===== src/rtl/gate_vec_pkg.sv =====
// Shared types and constants for the gate-unit self-test sequencer:
// FSM states, result bit positions and the golden truth table.
package gate_vec_pkg;

    typedef enum logic [1:0] {
        IDLE  = 2'd0,
        DRIVE = 2'd1,
        DONE  = 2'd2
    } state_e;

    localparam int RES_AND  = 0;
    localparam int RES_OR   = 1;
    localparam int RES_NOTA = 2;
    localparam int RES_NAND = 3;
    localparam int RES_NOR  = 4;
    localparam int RES_XOR  = 5;
    localparam int RES_XNOR = 6;

    // Indexed by vector number idx = {a, b}
    localparam logic [6:0] GOLDEN [0:3] = '{7'h5C, 7'h2E, 7'h2A, 7'h43};

    function automatic logic [6:0] golden_res(input logic [1:0] idx);
        return GOLDEN[idx];
    endfunction

endpackage


===== src/rtl/gate_vector_sequencer.sv =====
// Walks a/b through the two-input truth table, holds each vector DWELL cycles,
// and checks the gate unit's seven outputs against the golden table.
module gate_vector_sequencer
    import gate_vec_pkg::*;
#(
    parameter int DWELL = 10,
    parameter int RES_W = 7
) (
    input  logic             clk,
    input  logic             rst_n,
    input  logic             start,
    output logic             a,
    output logic             b,
    input  logic [RES_W-1:0] res,
    output logic             busy,
    output logic             done,
    output logic             pass,
    output logic [3:0]       err_vec,
    output logic [2:0]       fail_count
);

    localparam logic [7:0] CNT_RELOAD = 8'(DWELL - 1);

    state_e      state_q, state_d;
    logic [1:0]  idx_q, idx_d;
    logic [7:0]  cnt_q, cnt_d;
    logic        a_q, a_d;
    logic        b_q, b_d;
    logic        busy_q, busy_d;
    logic        done_q, done_d;
    logic        pass_q, pass_d;
    logic [3:0]  err_vec_q, err_vec_d;
    logic [2:0]  fail_count_q, fail_count_d;

    always_comb begin
        state_d      = state_q;
        idx_d        = idx_q;
        cnt_d        = cnt_q;
        a_d          = a_q;
        b_d          = b_q;
        busy_d       = busy_q;
        done_d       = 1'b0;
        pass_d       = pass_q;
        err_vec_d    = err_vec_q;
        fail_count_d = fail_count_q;

        case (state_q)
            IDLE: begin
                if (start) begin
                    state_d      = DRIVE;
                    idx_d        = 2'd0;
                    a_d          = 1'b0;
                    b_d          = 1'b0;
                    cnt_d        = CNT_RELOAD;
                    err_vec_d    = 4'd0;
                    fail_count_d = 3'd0;
                    pass_d       = 1'b0;
                    busy_d       = 1'b1;
                end
            end
            DRIVE: begin
                if (cnt_q != 8'd0) begin
                    cnt_d = cnt_q - 8'd1;
                end else begin
                    // Case-inequality so X/Z on res is scored as a mismatch
                    if (res !== golden_res(idx_q)) begin
                        err_vec_d[idx_q] = 1'b1;
                        fail_count_d     = fail_count_q + 3'd1;
                    end
                    if (idx_q != 2'd3) begin
                        idx_d = idx_q + 2'd1;
                        a_d   = idx_d[1];
                        b_d   = idx_d[0];
                        cnt_d = CNT_RELOAD;
                    end else begin
                        state_d = DONE;
                        done_d  = 1'b1;
                        busy_d  = 1'b0;
                        pass_d  = (err_vec_d == 4'd0);
                    end
                end
            end
            DONE: begin
                state_d = IDLE;
            end
            default: begin
                state_d = IDLE;
            end
        endcase
    end

    always_ff @(posedge clk or negedge rst_n) begin
        if (!rst_n) begin
            state_q      <= IDLE;
            idx_q        <= 2'd0;
            cnt_q        <= 8'd0;
            a_q          <= 1'b0;
            b_q          <= 1'b0;
            busy_q       <= 1'b0;
            done_q       <= 1'b0;
            pass_q       <= 1'b0;
            err_vec_q    <= 4'd0;
            fail_count_q <= 3'd0;
        end else begin
            state_q      <= state_d;
            idx_q        <= idx_d;
            cnt_q        <= cnt_d;
            a_q          <= a_d;
            b_q          <= b_d;
            busy_q       <= busy_d;
            done_q       <= done_d;
            pass_q       <= pass_d;
            err_vec_q    <= err_vec_d;
            fail_count_q <= fail_count_d;
        end
    end

    assign a          = a_q;
    assign b          = b_q;
    assign busy       = busy_q;
    assign done       = done_q;
    assign pass       = pass_q;
    assign err_vec    = err_vec_q;
    assign fail_count = fail_count_q;

endmodule


===== config.mk =====
export PLATFORM = sky130hd
export DESIGN_NAME = gate_vector_sequencer
export DESIGN_NICKNAME = d
export VERILOG_FILES = /design/src/rtl/gate_vec_pkg.sv /design/src/rtl/gate_vector_sequencer.sv
export SDC_FILE = /design/constraint.sdc
export NUM_CORES = 1
export LEC_CHECK = 0
export CAP_MARGIN = 40
export CORE_MARGIN = 2
export CORE_UTILIZATION = 47
export CTS_CLUSTER_SIZE = 28
export DETAILED_ROUTE_END_ITERATION = 10
export PLACE_DENSITY = 0.82
export SLEW_MARGIN = 10
export SYNTH_ARGS = -nofsm -noshare
export SYNTH_HDL_FRONTEND = slang
export SYNTH_SLANG_ARGS = --single-unit

===== constraint.sdc =====
create_clock -name clk -period 1.86 [get_ports clk]
set_clock_uncertainty 0.05 [all_clocks]
set_input_delay 0.279 -clock clk [delete_from_list [all_inputs] [get_ports clk]]
set_output_delay 0.279 -clock clk [all_outputs]
set_load 0.05 [all_outputs]

## Yosys cells after proc, flatten, opt, wreduce, memory -nomap -nowiden

Index checks and enable logic that the tools add are counted.

| storage, ports and cells | value |
|---|---|
| bits in registers | 24 |
| input bits | 10 |
| output and inout port bits | 12 |

| cells by class | value |
|---|---|
| add/subtract/negate cells | 3 |
| $lt $le $gt $ge | 3 |
| equality and inequality tests | 9 |
| multiplexer cells | 44 |
| bitwise gates (word level) | 2 |
| reduce and logical (&&, ||, !) cells | 11 |

Operator list:

| kind | number |
|---|---|
| 8-bit two-way mux | 3 |
| 4-bit two-way mux | 5 |
| 8-bit case mux with 2 select lines | 1 |
| 7-bit binary-select mux with 2-bit select | 1 |
| 1-bit two-way mux | 14 |
| 7-bit two-way mux | 2 |
| 2-bit two-way mux | 6 |
| 2-bit inequality test (second input constant) | 6 |
| 4-bit AND reduction | 3 |
| 3-bit two-way mux | 3 |
| 3-bit AND reduction | 3 |
| 1-bit case mux with 2 select lines | 4 |
| 2-bit case mux with 2 select lines | 2 |
| 4-bit case mux with 2 select lines | 1 |
| 8-bit nonzero test | 1 |
| 8-bit by 1-bit subtractor with 8-bit output (second input constant) | 1 |
| 7-bit !== test | 1 |
| 3-bit case mux with 2 select lines | 1 |
| 4-bit logical NOT | 1 |
| 4-bit bitwise OR | 1 |
| 3-bit by 1-bit adder with 3-bit output (second input constant) | 1 |
| 3-bit greater-or-equal comparator (second input constant) | 1 |
| 2-bit by 3-bit < comparator with 1-bit output (second input constant) | 1 |
| 3-bit inequality test (second input constant) | 1 |
| other kinds (8) | 8 |

## Longest topological paths before layout

| depth | value |
|---|---|
| word-level depth | 12 |
| depth in mapped cells | 7 |
| depth with buffers taken out | 7 |

## Worst setup path after synthesis

OpenSTA, ideal clock, no wires.

| timing path | value |
|---|---|
| kind | register to register |
| from | register a (netlist name) |
| to | register fail_count_q[0] (netlist: fail_count[0]) |
| arrival | 2.148 ns |
| data required time | 1.706 ns |
| slack | -0.442 ns |
| stages on the path, launching flop included | 7 |
| path through | dfrtp_1 inv_1 ha_1 and3b_1 o2111ai_1 o211ai_1 o311ai_1 |

RTL lines:

| what | line | source |
|---|---|---|
| end signal: assignment | gate_vector_sequencer.sv:114 | `fail_count_q <= fail_count_d;` |
| end: declaration | gate_vector_sequencer.sv:33 | `logic [2:0] fail_count_q, fail_count_d;` |

==> results.ini <==
[run_status]
status = complete, no violations

[die]
die_height_um = 57.4
die_w_um = 57.4
pin_count = 22
start_util = 0.490
die_area_um2 = 3290
num_rows = 19
fp.coreArea_um2 = 2730

[placement]
gp_congestion = 0.829
post-dp-hpwl_mm = 2.25
dp_cells = 192
placed_area_um2 = 1680
port_buffers = 21

[grt]
grt_max_degree = 23
grt_use_total = 0.189
grt_antenna_before_repair = 0
overflow = 0
grt_pass1_wl_mm = 4.94
grt_pass1_vias = 1156

[timing]
clock.fmax_mhz = 547
min_period_over_period = 0.984
rsz0062_at_grt = true
slew_headroom = 0.662
min_period_ps = 1830
tns_ps = 0
hold_viol = 0
setup_viol_count_final = 0
timing.hold.ws_ps = 255
worst_pin_slew_ps = 507
slew_violations = 0

[logic_synthesis]
synth_top_area_share = 0.411
synth_top_area_cell = dfrtp_1
syn_area_per_cell_um2 = 10.2
synthArstFlopShare = 1.00
synth_warnings = 0
synthTopCellsByArea = dfrtp_1, ha_1, a21oi_1
ys.flop_type = dfrtp_1
synth-edff-count = 0
ys_types = 44
synth_area_um2 = 1340
synth_fp_nets = 150
yosysSeqAreaShare = 0.411
syn_inst = 131
yosys_register_bits = 22

[layout]
areaGrowthSynthToFinish_pct = 34.1
num_antenna_cells = 0
drive_gt1_frac = 0.262
nNetsFinal = 188
final_cells = 199
fillCellCount = 218
fin_area_um2 = 1800
final_common_cell = dfrtp_1
multi_input_area_um2 = 803
final_cell_mix = dfrtp_1, buf_4, clkdlybuf4s50_1
ff_latch_area_um2 = 553

[flow_run]
max-cap-violations = 0

[drt]
drc = 0
drt_iter0_markers = 19
via_per_inst = 5.68
wl_mm = 2.98
vias = 1130
antenna_left = 0
firstDrtPassIters = 4
wire_per_inst_um = 15.0

[clock_network]
tritoncts = built
clock_latency_ps = 310
htreeDepth = 1
clk_pin_slew_worst_paths_ps = 120
clock_sinks = 22
cts_hold_buffers = 0
clockRootBuffer = clkbuf_4
clock_path_buffers = 2
cts_inserted_buffers = 3

[critical_path]
critPathTopFamily = compound AO/OA/AOI/OAI gates
end_kind = register
max_stage_delay_ps = 460
crit_fanout = 7
timing.reg2reg.setup_slack_ps = 30
worst-setup-path-type = reg2reg
arrival_ps = 1990
r2r_start = a
cp_data_required_time_ps = 2020
path_cells = inv_2, ha_4, and3b_1, o2111ai_4, o211ai_1, o311ai_1
start_kind = register
regToRegEndpoint = fail_count[0]
cp_slowest_cell = dfrtp_2
cp_num_buf_inv = 1
reg2reg_depth = 6

[power_and_ir_drop]
powerDensity_nw_per_um2 = 1570
ir_worst_vdd_v = 0.00124
p_leak_nw = 0.851

[worst_hold_path]
min_path_type = in2async

[flip-flops by register name (all words and copies together), names as in the netlist, 2 cells and up]
signal,count
err_vec,4
state_q,2
cnt_q,8
fail_count,3
[layer usage]
metal | up-vias | global-route usage | share of wire
li1 | 564 | - | -
met1 | 540 | 0.214 | 0.42
met2 | 22 | 0.359 | 0.53
met3 | 4 | 0.0272 | 0.037
met4 | 0 | 0.0598 | 0.013
met5 | - | 0 | 0
[worst register-to-register path: stages (launching register included)]
cell	delay, ps
dfrtp_2	460
inv_2	100
ha_4	210
and3b_1	220
o2111ai_4	280
o211ai_1	170
o311ai_1	250
[final cells by class]
type | count | share of cell area
Tap cell | 31 | 0.0216
Multi-Input combinational cell | 96 | 0.447
Clock buffer | 4 | 0.0202
Timing Repair Buffer | 36 | 0.181
Sequential cell | 22 | 0.308
Inverter | 10 | 0.0223
[where the power goes]
part | internal [mW] | total, mW | switching (mW)
Combinational | 0.703 | 1.68 | 0.977
Clock | 0.120 | 0.267 | 0.147
Sequential | 0.670 | 0.866 | 0.196
[through the flow]
stage,total power [mW],setup slack [ps],utilization
floorplan,1.95,-14.2,-
global placement,2.38,14.0,0.616
detailed placement,2.44,-48.8,0.616
CTS,2.73,2.90,0.635
global route,3.02,-41.3,0.657
finish,2.81,30.3,0.657
[what timing repair did]
action / 4_1_cts / 5_1_grt
setup buffers: 0 / 3
pin swaps: 1 / 1
setup endpoints to repair: 1 / 14
gates cloned: 0 / 0
resized for setup: 2 / 11
[cells by family after synthesis]
group                      share of synthesized area
AOI/OAI and AO/OA                              0.230
xor gates and xnor gates                      0.0392
DFF                                            0.411
buffers and inverters                         0.0429
adders and majority gates                     0.0840
muxes                                         0.0159
and+or+nand+nor                                0.177
[synth_stat cells, types with 3 or more instances]
master,count
nand2_1,5
nor4_1,3
inv_1,10
o211ai_1,5
nor3b_1,3
xnor2_1,3
ha_1,9
o21ai_0,9
a21o_1,5
or3_1,4
xor2_1,3
dfrtp_1,22
a21oi_1,9
nor2_1,5
[worst max path at each step]
stage          startpoint            end  slack [ps]  cells past startpoint
2_1_floorplan           b  fail_count[2]         -10                      6
3_3_place_gp       res[2]  fail_count[2]          10                      5
3_5_place_dp       res[5]  fail_count[2]         -50                      5
4_1_cts        err_vec[2]     err_vec[2]           3                      1
5_1_grt                 a  fail_count[0]         -40                      6
6_report                a  fail_count[0]          30                      6
Power figures use the tool's default switching activity.
